## src/rtl/reservation_station_pkg.sv

```systemverilog
// Shared widths, entry layout and operand wakeup helper for the reservation station.
package reservation_station_pkg;

    localparam int DATA_W    = 16;
    localparam int TAG_W     = 4;
    localparam int OP_W      = 4;
    localparam int CDB_PORTS = 4;
    localparam int ROB_SIZE  = 16;
    localparam int RS_DEPTH  = 4;

    typedef enum logic [OP_W-1:0] {
        OP_ADD = 4'h0,
        OP_SUB = 4'h1,
        OP_AND = 4'h2,
        OP_OR  = 4'h3,
        OP_LD  = 4'h4,
        OP_ST  = 4'h5,
        OP_BR  = 4'h6
    } opcode_e;

    typedef struct packed {
        logic              rdy;
        logic [DATA_W-1:0] val;
        logic [TAG_W-1:0]  own;
    } operand_t;

    typedef struct packed {
        logic            valid;
        logic [OP_W-1:0] opcode;
        logic [TAG_W-1:0] tag;
        operand_t        a;
        operand_t        b;
    } entry_t;

    // A waiting operand takes the broadcast value; a ready one is left untouched.
    function automatic operand_t wake_operand(operand_t cur, logic hit, logic [DATA_W-1:0] v);
        operand_t res;
        res = cur;
        if (!cur.rdy && hit) begin
            res.rdy = 1'b1;
            res.val = v;
        end
        return res;
    endfunction

endpackage

```

## src/rtl/reservation_station_if.sv

```systemverilog
// Dispatch, CDB snoop and issue bundle between InstructionBuffer/CDB/FU and the station.
interface reservation_station_if;
    import reservation_station_pkg::*;

    logic                        disp_valid;
    logic [OP_W-1:0]             disp_opcode;
    logic [TAG_W-1:0]            disp_tag;
    logic                        disp_a_valid;
    logic [DATA_W-1:0]           disp_a_value;
    logic [TAG_W-1:0]            disp_a_owner;
    logic                        disp_b_valid;
    logic [DATA_W-1:0]           disp_b_value;
    logic [TAG_W-1:0]            disp_b_owner;
    logic                        full;

    logic [CDB_PORTS-1:0]        cdb_valid;
    logic [CDB_PORTS*TAG_W-1:0]  cdb_tag;
    logic [CDB_PORTS*DATA_W-1:0] cdb_value;

    logic                        issue_valid;
    logic                        issue_ready;
    logic [OP_W-1:0]             issue_opcode;
    logic [DATA_W-1:0]           issue_a;
    logic [DATA_W-1:0]           issue_b;
    logic [TAG_W-1:0]            issue_tag;

    modport master (
        output disp_valid, disp_opcode, disp_tag,
        output disp_a_valid, disp_a_value, disp_a_owner,
        output disp_b_valid, disp_b_value, disp_b_owner,
        output cdb_valid, cdb_tag, cdb_value, issue_ready,
        input  full, issue_valid, issue_opcode, issue_a, issue_b, issue_tag
    );

    modport slave (
        input  disp_valid, disp_opcode, disp_tag,
        input  disp_a_valid, disp_a_value, disp_a_owner,
        input  disp_b_valid, disp_b_value, disp_b_owner,
        input  cdb_valid, cdb_tag, cdb_value, issue_ready,
        output full, issue_valid, issue_opcode, issue_a, issue_b, issue_tag
    );

endinterface

```

## src/rtl/reservation_station_cdb_snoop.sv

```systemverilog
// Compares one operand owner tag against every CDB port; lowest matching port supplies the value.
module reservation_station_cdb_snoop
    import reservation_station_pkg::*;
(
    input  logic [TAG_W-1:0]            tag_i,
    input  logic [CDB_PORTS-1:0]        cdb_valid_i,
    input  logic [CDB_PORTS*TAG_W-1:0]  cdb_tag_i,
    input  logic [CDB_PORTS*DATA_W-1:0] cdb_value_i,
    output logic                        hit_o,
    output logic [DATA_W-1:0]           value_o
);

    // Scan high to low so the lowest matching port is the last one written.
    always_comb begin
        hit_o   = 1'b0;
        value_o = '0;
        for (int p = CDB_PORTS - 1; p >= 0; p--) begin
            if (cdb_valid_i[p] && (cdb_tag_i[p*TAG_W +: TAG_W] == tag_i)) begin
                hit_o   = 1'b1;
                value_o = cdb_value_i[p*DATA_W +: DATA_W];
            end
        end
    end

endmodule

```

## src/rtl/reservation_station.sv

```systemverilog
// Collapsing-queue reservation station: age-ordered entries, CDB wakeup, oldest-ready issue.
module reservation_station
    import reservation_station_pkg::*;
#(
    parameter int DEPTH = RS_DEPTH
) (
    input  logic           clk,
    input  logic           reset,
    input  logic           flush,
    reservation_station_if.slave rs
);

    localparam int IDX_W = (DEPTH > 1) ? $clog2(DEPTH) : 1;
    localparam int CNT_W = $clog2(DEPTH + 1);

    entry_t             entry_q [DEPTH];
    entry_t             entry_d [DEPTH];
    entry_t             woke    [DEPTH];
    entry_t             shifted [DEPTH];
    entry_t             disp_entry;
    logic [CNT_W-1:0]   count_q;
    logic [CNT_W-1:0]   count_d;
    logic [CNT_W-1:0]   wr_cnt;
    logic               full_q;
    logic [DEPTH-1:0]   ready_vec;
    logic [DEPTH-1:0]   a_hit;
    logic [DEPTH-1:0]   b_hit;
    logic [DATA_W-1:0]  a_val [DEPTH];
    logic [DATA_W-1:0]  b_val [DEPTH];
    logic [IDX_W-1:0]   sel_idx;
    logic               issue_valid;
    logic               issue_fire;
    logic               accept;
    logic               da_hit;
    logic               db_hit;
    logic [DATA_W-1:0]  da_val;
    logic [DATA_W-1:0]  db_val;

    assign accept     = rs.disp_valid && !full_q;
    assign issue_fire = issue_valid && rs.issue_ready;
    // A new op lands just above the surviving entries after any collapse.
    assign wr_cnt     = count_q - CNT_W'(issue_fire);

    // Per-entry wakeup is computed on the source slot, then the collapse mux moves it.
    for (genvar gi = 0; gi < DEPTH; gi++) begin : g_entry
        reservation_station_cdb_snoop u_snoop_a (
            .tag_i       (entry_q[gi].a.own),
            .cdb_valid_i (rs.cdb_valid),
            .cdb_tag_i   (rs.cdb_tag),
            .cdb_value_i (rs.cdb_value),
            .hit_o       (a_hit[gi]),
            .value_o     (a_val[gi])
        );
        reservation_station_cdb_snoop u_snoop_b (
            .tag_i       (entry_q[gi].b.own),
            .cdb_valid_i (rs.cdb_valid),
            .cdb_tag_i   (rs.cdb_tag),
            .cdb_value_i (rs.cdb_value),
            .hit_o       (b_hit[gi]),
            .value_o     (b_val[gi])
        );

        assign woke[gi] = {entry_q[gi].valid, entry_q[gi].opcode, entry_q[gi].tag,
                           wake_operand(entry_q[gi].a, a_hit[gi], a_val[gi]),
                           wake_operand(entry_q[gi].b, b_hit[gi], b_val[gi])};

        assign ready_vec[gi] = entry_q[gi].valid && entry_q[gi].a.rdy && entry_q[gi].b.rdy;

        if (gi < DEPTH - 1) begin : g_shift
            assign shifted[gi] = woke[gi+1];
        end else begin : g_top
            assign shifted[gi] = '0;
        end

        assign entry_d[gi] = (accept && (wr_cnt == CNT_W'(gi))) ? disp_entry :
                             (issue_fire && (IDX_W'(gi) >= sel_idx)) ? shifted[gi] :
                             woke[gi];
    end

    reservation_station_cdb_snoop u_snoop_disp_a (
        .tag_i       (rs.disp_a_owner),
        .cdb_valid_i (rs.cdb_valid),
        .cdb_tag_i   (rs.cdb_tag),
        .cdb_value_i (rs.cdb_value),
        .hit_o       (da_hit),
        .value_o     (da_val)
    );
    reservation_station_cdb_snoop u_snoop_disp_b (
        .tag_i       (rs.disp_b_owner),
        .cdb_valid_i (rs.cdb_valid),
        .cdb_tag_i   (rs.cdb_tag),
        .cdb_value_i (rs.cdb_value),
        .hit_o       (db_hit),
        .value_o     (db_val)
    );

    // Build the incoming entry, taking a same-cycle CDB broadcast as a bypass.
    always_comb begin
        disp_entry        = '0;
        disp_entry.valid  = 1'b1;
        disp_entry.opcode = rs.disp_opcode;
        disp_entry.tag    = rs.disp_tag;
        disp_entry.a.own  = rs.disp_a_owner;
        disp_entry.a.rdy  = rs.disp_a_valid || da_hit;
        disp_entry.a.val  = rs.disp_a_valid ? rs.disp_a_value : da_val;
        disp_entry.b.own  = rs.disp_b_owner;
        disp_entry.b.rdy  = rs.disp_b_valid || db_hit;
        disp_entry.b.val  = rs.disp_b_valid ? rs.disp_b_value : db_val;
    end

    // Oldest-ready select: lowest ready index wins.
    always_comb begin
        sel_idx = '0;
        for (int i = DEPTH - 1; i >= 0; i--) begin
            if (ready_vec[i]) begin
                sel_idx = IDX_W'(i);
            end
        end
    end

    // Occupancy bookkeeping; accept and issue in the same cycle cancel out.
    always_comb begin
        count_d = count_q + CNT_W'(accept) - CNT_W'(issue_fire);
    end

    // State update; flush drops everything including a same-cycle dispatch.
    always_ff @(posedge clk) begin
        if (reset || flush) begin
            for (int i = 0; i < DEPTH; i++) begin
                entry_q[i] <= '0;
            end
            count_q <= '0;
            full_q  <= 1'b0;
        end else begin
            for (int i = 0; i < DEPTH; i++) begin
                entry_q[i] <= entry_d[i];
            end
            count_q <= count_d;
            full_q  <= (count_d == CNT_W'(DEPTH));
        end
    end

    assign issue_valid     = |ready_vec;
    assign rs.issue_valid  = issue_valid;
    assign rs.issue_opcode = issue_valid ? entry_q[sel_idx].opcode : '0;
    assign rs.issue_tag    = issue_valid ? entry_q[sel_idx].tag    : '0;
    assign rs.issue_a      = issue_valid ? entry_q[sel_idx].a.val  : '0;
    assign rs.issue_b      = issue_valid ? entry_q[sel_idx].b.val  : '0;
    assign rs.full         = full_q;

endmodule

```

## src/flat_wrapper.sv

```systemverilog
// flat-port wrapper written by rule: the top's interface ports become plain ports
module reservation_station_flat import reservation_station_pkg::*;
#(
    parameter int DEPTH = RS_DEPTH
)
  (clk, reset, flush, rs_disp_valid, rs_disp_opcode, rs_disp_tag, rs_disp_a_valid, rs_disp_a_value, rs_disp_a_owner, rs_disp_b_valid, rs_disp_b_value, rs_disp_b_owner, rs_cdb_valid, rs_cdb_tag, rs_cdb_value, rs_issue_ready, rs_full, rs_issue_valid, rs_issue_opcode, rs_issue_a, rs_issue_b, rs_issue_tag);
  reservation_station_if rs_i ();
  input  logic clk;
  input  logic reset;
  input  logic flush;
  input wire logic [$bits(rs_i.disp_valid)-1:0] rs_disp_valid;
  input wire logic [$bits(rs_i.disp_opcode)-1:0] rs_disp_opcode;
  input wire logic [$bits(rs_i.disp_tag)-1:0] rs_disp_tag;
  input wire logic [$bits(rs_i.disp_a_valid)-1:0] rs_disp_a_valid;
  input wire logic [$bits(rs_i.disp_a_value)-1:0] rs_disp_a_value;
  input wire logic [$bits(rs_i.disp_a_owner)-1:0] rs_disp_a_owner;
  input wire logic [$bits(rs_i.disp_b_valid)-1:0] rs_disp_b_valid;
  input wire logic [$bits(rs_i.disp_b_value)-1:0] rs_disp_b_value;
  input wire logic [$bits(rs_i.disp_b_owner)-1:0] rs_disp_b_owner;
  input wire logic [$bits(rs_i.cdb_valid)-1:0] rs_cdb_valid;
  input wire logic [$bits(rs_i.cdb_tag)-1:0] rs_cdb_tag;
  input wire logic [$bits(rs_i.cdb_value)-1:0] rs_cdb_value;
  input wire logic [$bits(rs_i.issue_ready)-1:0] rs_issue_ready;
  output wire logic [$bits(rs_i.full)-1:0] rs_full;
  output wire logic [$bits(rs_i.issue_valid)-1:0] rs_issue_valid;
  output wire logic [$bits(rs_i.issue_opcode)-1:0] rs_issue_opcode;
  output wire logic [$bits(rs_i.issue_a)-1:0] rs_issue_a;
  output wire logic [$bits(rs_i.issue_b)-1:0] rs_issue_b;
  output wire logic [$bits(rs_i.issue_tag)-1:0] rs_issue_tag;
  assign rs_i.disp_valid = rs_disp_valid;
  assign rs_i.disp_opcode = rs_disp_opcode;
  assign rs_i.disp_tag = rs_disp_tag;
  assign rs_i.disp_a_valid = rs_disp_a_valid;
  assign rs_i.disp_a_value = rs_disp_a_value;
  assign rs_i.disp_a_owner = rs_disp_a_owner;
  assign rs_i.disp_b_valid = rs_disp_b_valid;
  assign rs_i.disp_b_value = rs_disp_b_value;
  assign rs_i.disp_b_owner = rs_disp_b_owner;
  assign rs_i.cdb_valid = rs_cdb_valid;
  assign rs_i.cdb_tag = rs_cdb_tag;
  assign rs_i.cdb_value = rs_cdb_value;
  assign rs_i.issue_ready = rs_issue_ready;
  assign rs_full = rs_i.full;
  assign rs_issue_valid = rs_i.issue_valid;
  assign rs_issue_opcode = rs_i.issue_opcode;
  assign rs_issue_a = rs_i.issue_a;
  assign rs_issue_b = rs_i.issue_b;
  assign rs_issue_tag = rs_i.issue_tag;
  reservation_station #(.DEPTH(DEPTH)) u_core (.clk(clk), .reset(reset), .flush(flush), .rs(rs_i));
endmodule
```

## config.mk

```make
export PLATFORM = sky130hd
export DESIGN_NAME = reservation_station_flat
export DESIGN_NICKNAME = d
export VERILOG_FILES = /design/src/rtl/reservation_station_pkg.sv /design/src/rtl/reservation_station_if.sv /design/src/rtl/reservation_station_cdb_snoop.sv /design/src/rtl/reservation_station.sv /design/src/flat_wrapper.sv
export SDC_FILE = /design/constraint.sdc
export NUM_CORES = 1
export LEC_CHECK = 0
export CAP_MARGIN = 20
export CELL_PAD_IN_SITES_DETAIL_PLACEMENT = 1
export CELL_PAD_IN_SITES_GLOBAL_PLACEMENT = 1
export CORE_UTILIZATION = 44
export CTS_BUF_LIST = sky130_fd_sc_hd__clkbuf_8
export DETAILED_ROUTE_END_ITERATION = 7
export PLACE_DENSITY = 0.85
export SYNTH_ARGS = -nofsm -noshare
export SYNTH_HDL_FRONTEND = slang
export SYNTH_SLANG_ARGS = --single-unit
```

## constraint.sdc

```tcl
create_clock -name clk -period 5 [get_ports clk]
set_input_delay 1.25 -clock clk [delete_from_list [all_inputs] [get_ports clk]]
set_output_delay 1.25 -clock clk [all_outputs]
set_load 0.05 [all_outputs]
```

Word level (Yosys, flattened, before mapping)
Memory sizes are Yosys's and may differ from the RTL's.
Cells that the tools add are included.
W data, S select, Z words.

operators by class
  add/sub/neg operators = 3
  equal/unequal tests = 44
  bitwise logic cells = 4
  order comparisons = 4
  reduce and logical (&&, ||, !) cells = 80
  muxes and demuxes = 113

operator list
  cell                  count
  $mux W16              44
  $mux W51              12
  $eq A4 B4 Y1          40
  $mux W17              8
  $logic_and A1 B1 Y1   66
  $mux W1               43
  $logic_not A1 Y1      9
  $mux W2               4
  $mux W4               2
  $eq A3 B2 Y1 const B  2
  $sub A3 B1 Y3         2
  $ge A1 B2 Y1 const A  2
  $ge A2 B2 Y1 const A  2
  $or A1 B1 Y1          4
  $reduce_or A4 Y1      1
  $add A3 B1 Y3         1
  $eq A3 B1 Y1 const B  1
  $eq A3 B3 Y1 const B  1
  $logic_not A3 Y1      1
  $logic_or A1 B1 Y1    3

word-level totals
  memories kept = 1
  RAM bits = 204
  flip-flop bits (word level) = 4

memories
  memory          words  bits a word  rd ports  clocked after memory_dff  wr ports  RTL line                   RTL
  u_core.entry_q  4      51           5         0                         4         reservation_station.sv:16  entry_t entry_q [DEPTH];

Logic depth before layout (Yosys ltp)
Gate-level depths: netlist of run 1.
An unclocked memory read counts as a cell.

  word-level depth = 12
  mapped depth = 18
  mapped depth without buffers = 14

By module
A second synthesis of run 1 with hierarchy kept.

unflattened totals
  cell total of the unflattened synthesis = 2346
  area total of the unflattened synthesis = 18748.0 µm²

modules (own cells, without submodules)
  module                         times used  area each (µm²)  cells an instance
  reservation_station            1           11353.4          1306
  reservation_station_cdb_snoop  10          739.5            104

Least setup slack after synthesis of run 1
OpenSTA, ideal clock, no wires.

  path kind = in2reg
  from = in rs_issue_ready
  to = mem u_core.entry_q[0][10] in the netlist's numbering
  stages on the path = 16
  data required time = 4.867 ns
  path slack = 0.916 ns
  arrival time = 3.950 ns
  cell sequence = clkbuf_1 > o21ai_4 > clkbuf_1 > or2_2 > inv_1 > ha_1 > xnor2_1 > nand3_1 > a211oi_1 > a211oi_1 > clkbuf_1 > nand2_1 > clkbuf_1 > o22ai_1 > o21ai_0 > o211ai_1

RTL lines
  what             RTL line                   RTL
  start, declared  flat_wrapper.sv:23         input wire logic [$bits(rs_i.issue_ready)-1:0] rs_issue_ready;
  end, declared    reservation_station.sv:16

==> results.py, run 1 <==
metrics = {
    "floorplanning": {
        "dieHeight_um": 208,
        "io_pins": 181,
        "dieArea_mm2": 0.0432,
        "design.core.area_mm2": 0.0419,
        "die_x_um": 208,
        "row_count": 75,
        "start_util_pct": 44.6,
    },
    "route": {
        "via_count": 23000,
        "drc": 1,
        "drt_iter0_markers": 2837,
        "via_per_inst": 7.28,
        "dr.pass1.iters": 8,
        "routed_wl_um": 98900,
        "wl_per_cell_um": 31.3,
        "postRouteAntennaNets": 0,
    },
    "power_and_ir_drop": {
        "pwr-share-clk_pct": 37.1,
        "peakVddDrop_mv": 0.163,
        "p_sw_mw": 1.72,
        "combPwrFrac_pct": 26.5,
        "p_per_area_mw_per_mm2": 223,
        "p_leak_nw": 7.49,
        "intPower_mw": 3.09,
        "p_seq_share_pct": 36.4,
        "swShare_pct": 35.8,
    },
    "min_path": {
        "hp-start": "u_core.entry_q[3][50]$_SDFFE_PP0P_",
        "hp-class": "reg -> reg",
        "min_path_cells": 2,
        "worstHoldEndpoint": "u_core.entry_q[3][50]$_SDFFE_PP0P_",
    },
    "timing": {
        "tightest_slew_ns": 1.14,
        "period_share_pct": 97.4,
        "maxSlewViolCount": 0,
        "finalClockSkew_ns": 0.0191,
        "hold_viol_final": 0,
        "rsz0062_at_grt": "false",
        "max_freq_mhz": 205,
        "fin_crit_ns": 4.87,
        "setup_violations": 0,
        "relSlewSlack_pct": 23.9,
        "tns_ns": 0,
    },
    "synth": {
        "synth-edff-count": 0,
        "seq_area_frac_synth_pct": 22.3,
        "synth_fp_nets": 2706,
        "synthArstFlopShare_pct": 0,
        "syn_area_mm2": 0.0187,
        "ys.warnings.count": 0,
        "synth.ff_latch_count": 208,
        "synth_cell_types": 75,
        "avgSynthCellArea_um2": 7.28,
        "dominantRegCellSynth": "dfxtp_1",
        "syn_inst": 2563,
    },
    "layout": {
        "layout_commonest_cell": "nand2_1",
        "syn_to_final_growth_pct": 16.0,
        "final_cell_mix": "nand2_1, nor2_1, dfxtp_1, buf_4, clkdlybuf4s50_1",
        "nets": 2736,
        "diodes": 0,
        "drive_gt1_share_pct": 12.4,
        "final_core_util_pct": 51.7,
    },
    "worst_setup_path": {
        "reg2reg_depth": 14,
        "worst_ep_required_time_ns": 3.75,
        "r2r-end": "u_core.entry_q[0][5]$_SDFFE_PP0P_",
        "rrSetupSlack_ns": 0.83,
        "timing.critical_path.to_type": "output pin",
        "arrival_ns": 3.62,
        "crit_fanout": 32,
        "worstReg2RegStart": "u_core.entry_q[1][20]$_SDFF_PP0_",
        "crit_path_start_kind": "register",
        "worstSetupPathType": "reg -> out",
    },
    "global_routing": {
        "grt_max_degree": 53,
        "track_usage_pct": 44.6,
        "antenna_found_initial": 2,
        "grt_pass1_vias": 23100,
        "grt_pass1_wl_um": 146000,
        "overflow": 0,
    },
    "cts": {
        "cts_buffer_depth": 3,
        "cts_made_buffers": 40,
        "cts-htree-levels": 2,
        "postCtsHoldBufs": 0,
        "ctsResizeCount": 0,
        "clkLatencyLatePin_ns": 0.63,
        "post_cts_buffers": 0,
        "clk_pin_slew_ns": 0.07,
        "tritoncts": "done",
        "clkSinkCount": 208,
        "cts-root-buf": "clkbuf_8",
    },
    "outcome": {
        "status": "complete, but fails checks",
        "violations": "DRC",
    },
    "placement": {
        "gp_congestion": 1.02,
        "dp_hpwl_um": 66200,
        "portBuffers": 180,
    },
    "job": {
        "max_cap_viol_count": 0,
    },
}
==> cell type report <==
class                      count  area (µm²)
timing repair buffer         323        2840
multi-input combinational   1977       13000
clock inverter                22         121
inverter                      43         161
fill                        5181       20200
clock buffer                  49         674
sequential                   208        4160
tap                          539         674
==> critical path, stage by stage, from the launching register on <==
cell,delay (ns)
dfxtp_1,0.49
nand3_1,0.21
and2_1,0.25
nor2_4,0.10
buf_4,0.58
mux4_2,0.46
and2_1,0.18
clkdlybuf4s50_1,0.69
==> stage by stage <==
step | hold slack (ns) | setup slack [ns] | power (mW) | instance area, µm² | cells
global route | 0.500 | 0.147 | 4.93 | 21600 | 3161
finish | 0.481 | 0.131 | 4.82 | 21600 | 3161
floorplan | 0.449 | 0.916 | 2.49 | 18700 | 2563
global placement | 0.463 | 0.549 | 2.95 | 20800 | 3088
detailed placement | 0.467 | 0.448 | 2.99 | 20800 | 3088
CTS | 0.482 | 0.228 | 4.76 | 21600 | 3159
==> power by group through the flow <==
| stage | clock network [mW] | registers, mW | logic [mW] |
|---|---|---|---|
| after floorplan | 0 | 1.76 | 0.731 |
| after global placement | 0 | 1.78 | 1.17 |
| after detailed placement | 0 | 1.79 | 1.21 |
| after CTS | 1.79 | 1.75 | 1.22 |
| after global routing | 1.86 | 1.76 | 1.32 |
| final | 1.79 | 1.75 | 1.28 |
==> cell usage after synthesis (10+ instances only) <==
library cell	number	area share [%]
nand3_1	79	2.1
a32o_1	10	0.54
o211ai_1	80	3.2
a211oi_1	44	1.8
a221oi_2	10	0.80
o22a_1	15	0.70
nor2_1	252	5.1
a221o_1	17	0.91
nor3_1	61	1.6
a222oi_1	30	1.6
a221oi_1	36	1.7
a2bb2oi_1	15	0.70
a31oi_1	81	2.7
a22oi_1	29	1.2
nand2b_1	19	0.64
o2bb2ai_1	17	0.80
dfxtp_1	208	22
o21ai_0	114	3.1
mux2i_1	41	2.2
a21oi_1	114	3.1
o311ai_0	15	0.70
nand2_1	336	6.8
o31a_1	15	0.70
xnor2_1	67	3.1
o22ai_1	67	2.2
xor2_1	96	4.5
buf_1	17	0.34
and2_1	65	2.2
a311oi_1	63	3.0
o221ai_1	18	0.85
clkbuf_1	241	4.8
mux4_2	40	4.8
a21o_1	17	0.68
and3_1	29	0.97
inv_1	40	0.80
buf_4	13	0.52
buf_2	63	1.7
==> state kept, by name (all words and copies together), names as in the netlist <==
| name | cells |
|---|---|
| u_core.rs.full | 1 |
| u_core.count_q | 3 |
| u_core.entry_q | 204 |
==> logic make-up after synthesis <==
group | synth area share, %
AO/OA/AOI/OAI | 32.7
flip-flops | 22.3
AND/OR/NAND/NOR | 21.6
adder cells (fa/ha/maj) | 0.309
buffers and inverters | 8.33
XOR/XNOR | 7.74
multiplexers | 7.03
==> worst max path at each step <==
stage / start / end / slack [ns] / cells past startpoint
2_1_floorplan: rs_issue_ready / u_core.entry_q[0][10]$_SDFFE_PP0P_ / 0.92 / 16
6_report: u_core.entry_q[2][20]$_SDFF_PP0_ / rs_issue_b[6] / 0.13 / 7
4_1_cts: u_core.entry_q[2][20]$_SDFF_PP0_ / rs_issue_b[2] / 0.23 / 7
3_5_place_dp: rs_cdb_tag[12] / u_core.entry_q[0][6]$_SDFFE_PP0P_ / 0.45 / 9
5_1_grt: u_core.entry_q[2][20]$_SDFF_PP0_ / rs_issue_b[6] / 0.15 / 7
3_3_place_gp: rs_cdb_tag[13] / u_core.entry_q[0][6]$_SDFFE_PP0P_ / 0.55 / 9
==> per-layer routing <==
metal	track usage, %	up-vias	routed length (µm)
met5	0	-	11
met1	54.4	11100	36100
met3	11.2	544	11800
li1	-	9520	-
met2	68.9	1809	43100
met4	31.2	2	7810
Power figures use the tool's default switching activity.
==> inputs of run 2 (changes only) <==
Settings changed: GPL_ROUTABILITY_DRIVEN set to 0, SLEW_MARGIN set to 20.
==> run 2 against run 1 <==
Flip-flop and latch count did not move. Worst hold slack improved by 0.012 ns. Maximum frequency fell by 0.81%. Count of clock-buffer cells in the layout fell by 2. Sequential power barely moved. Largest power group unchanged. Cell count fell by 0.32%. Clock power barely moved. The run still ends with DRC left. Critical path type unchanged. Die area did not move.
==> results.py, run 2 (synthesis results as in run 1) <==
metrics = {
    "outcome": {
        "status": "complete, but fails checks",
        "violations": "DRC",
    },
    "route": {
        "routed_wl_um": 93400,
        "drt_iter0_markers": 2801,
        "dr.pass1.iters": 8,
        "drc": 10,
        "via_count": 22900,
        "wl_per_cell_um": 29.6,
        "postRouteAntennaNets": 0,
        "via_per_inst": 7.27,
    },
    "layout": {
        "finish.instance_area_mm2": 0.0216,
        "top_register": "u_core.entry_q",
        "layout_commonest_cell": "nand2_1",
        "diodes": 0,
        "syn_to_final_growth_pct": 15.6,
        "drive_gt1_share_pct": 12.1,
        "final_cell_mix": "nand2_1, nor2_1, dfxtp_1, buf_4, clkdlybuf4s50_1",
        "final_core_util_pct": 51.5,
        "largest_reg_flops": 204,
        "fin_cells": 3151,
        "nets": 2727,
    },
    "min_path": {
        "min_path_cells": 2,
        "hp-class": "reg -> reg",
    },
    "cts": {
        "post_cts_buffers": 0,
        "clk_pin_slew_ns": 0.06,
        "postCtsHoldBufs": 0,
        "ctsResizeCount": 0,
        "cts-root-buf": "clkbuf_8",
        "cts-htree-levels": 2,
        "clkSinkCount": 208,
        "cts_buffer_depth": 3,
        "cts_made_buffers": 41,
        "tritoncts": "done",
        "clkLatencyLatePin_ns": 0.66,
    },
    "worst_setup_path": {
        "arrival_ns": 3.66,
        "crit_path_start_kind": "register",
        "worstSetupPathType": "reg -> out",
        "crit_fanout": 27,
        "reg2reg_depth": 11,
        "timing.critical_path.to_type": "output pin",
        "worst_ep_required_time_ns": 3.75,
    },
    "floorplanning": {
        "row_count": 75,
        "start_util_pct": 44.6,
        "design.core.area_mm2": 0.0419,
        "io_pins": 181,
        "die_x_um": 208,
        "dieHeight_um": 208,
        "dieArea_mm2": 0.0432,
    },
    "power_and_ir_drop": {
        "p_leak_nw": 7.44,
        "p_per_area_mw_per_mm2": 221,
        "peakVddDrop_mv": 0.152,
        "total_power_mw": 4.76,
    },
    "global_routing": {
        "track_usage_pct": 42.5,
        "antenna_found_initial": 2,
        "overflow": 0,
        "grt_max_degree": 56,
        "grt_pass1_wl_um": 141000,
        "grt_pass1_vias": 23500,
    },
    "placement": {
        "pre_cts_ws_ns": 0.409,
        "portBuffers": 180,
        "placed_cells": 3079,
        "place_area_mm2": 0.0208,
        "dp_hpwl_um": 64500,
    },
    "timing": {
        "fin_crit_ns": 4.91,
        "tns_ns": 0,
        "layout_setup_ws_ns": 0.0906,
        "max_freq_mhz": 204,
        "hold_viol_final": 0,
        "fin_hold_ws_ns": 0.494,
        "maxSlewViolCount": 0,
        "relSlewSlack_pct": 27.8,
        "finalClockSkew_ns": 0.0347,
        "setup_violations": 0,
        "period_share_pct": 98.2,
        "rsz0062_at_grt": "false",
        "tightest_slew_ns": 1.08,
    },
    "job": {
        "max_cap_viol_count": 0,
    },
}
## run 2: layer usage
layer	vias up	track usage [%]	share of wire, %
met5	-	0	0.033
met3	523	11.0	12
met2	1685	64.7	43
li1	9507	-	-
met1	11200	51.4	36
met4	4	32.5	8.8
## run 2: final timing paths
kind,slack [ns],to,startpoint
worst max register to register,1.06,u_core.entry_q[0][7]$_SDFFE_PP0P_,u_core.entry_q[0][20]$_SDFFE_PP0P_
worst max-delay path,0.09,rs_issue_b[2],u_core.entry_q[2][20]$_SDFF_PP0_
worst min register to register,0.49,u_core.entry_q[3][43]$_SDFFE_PP0P_,u_core.entry_q[3][43]$_SDFFE_PP0P_
worst min-delay path,0.49,u_core.entry_q[3][43]$_SDFFE_PP0P_,u_core.entry_q[3][43]$_SDFFE_PP0P_
## run 2: layout make-up
class / instances / area (µm²)
timing repair buffer: 313 / 2760
tap: 539 / 674
inverter: 43 / 161
fill: 5227 / 20300
sequential: 208 / 4160
clock buffer: 47 / 647
multi-input combinational: 1977 / 13000
clock inverter: 24 / 146
## run 2: power breakdown
part	internal (mW)	switching, mW
clock	0.915	0.848
combinational	0.444	0.800
sequential	1.71	0.0455
total	3.07	1.69
## run 2: critical path, cell delays in order (launching register included)
cell,delay (ns)
dfxtp_1,0.51
nand3_1,0.20
and2_1,0.25
nor2_4,0.41
buf_12,0.32
mux4_2,0.41
and2_1,0.18
clkdlybuf4s50_1,0.70
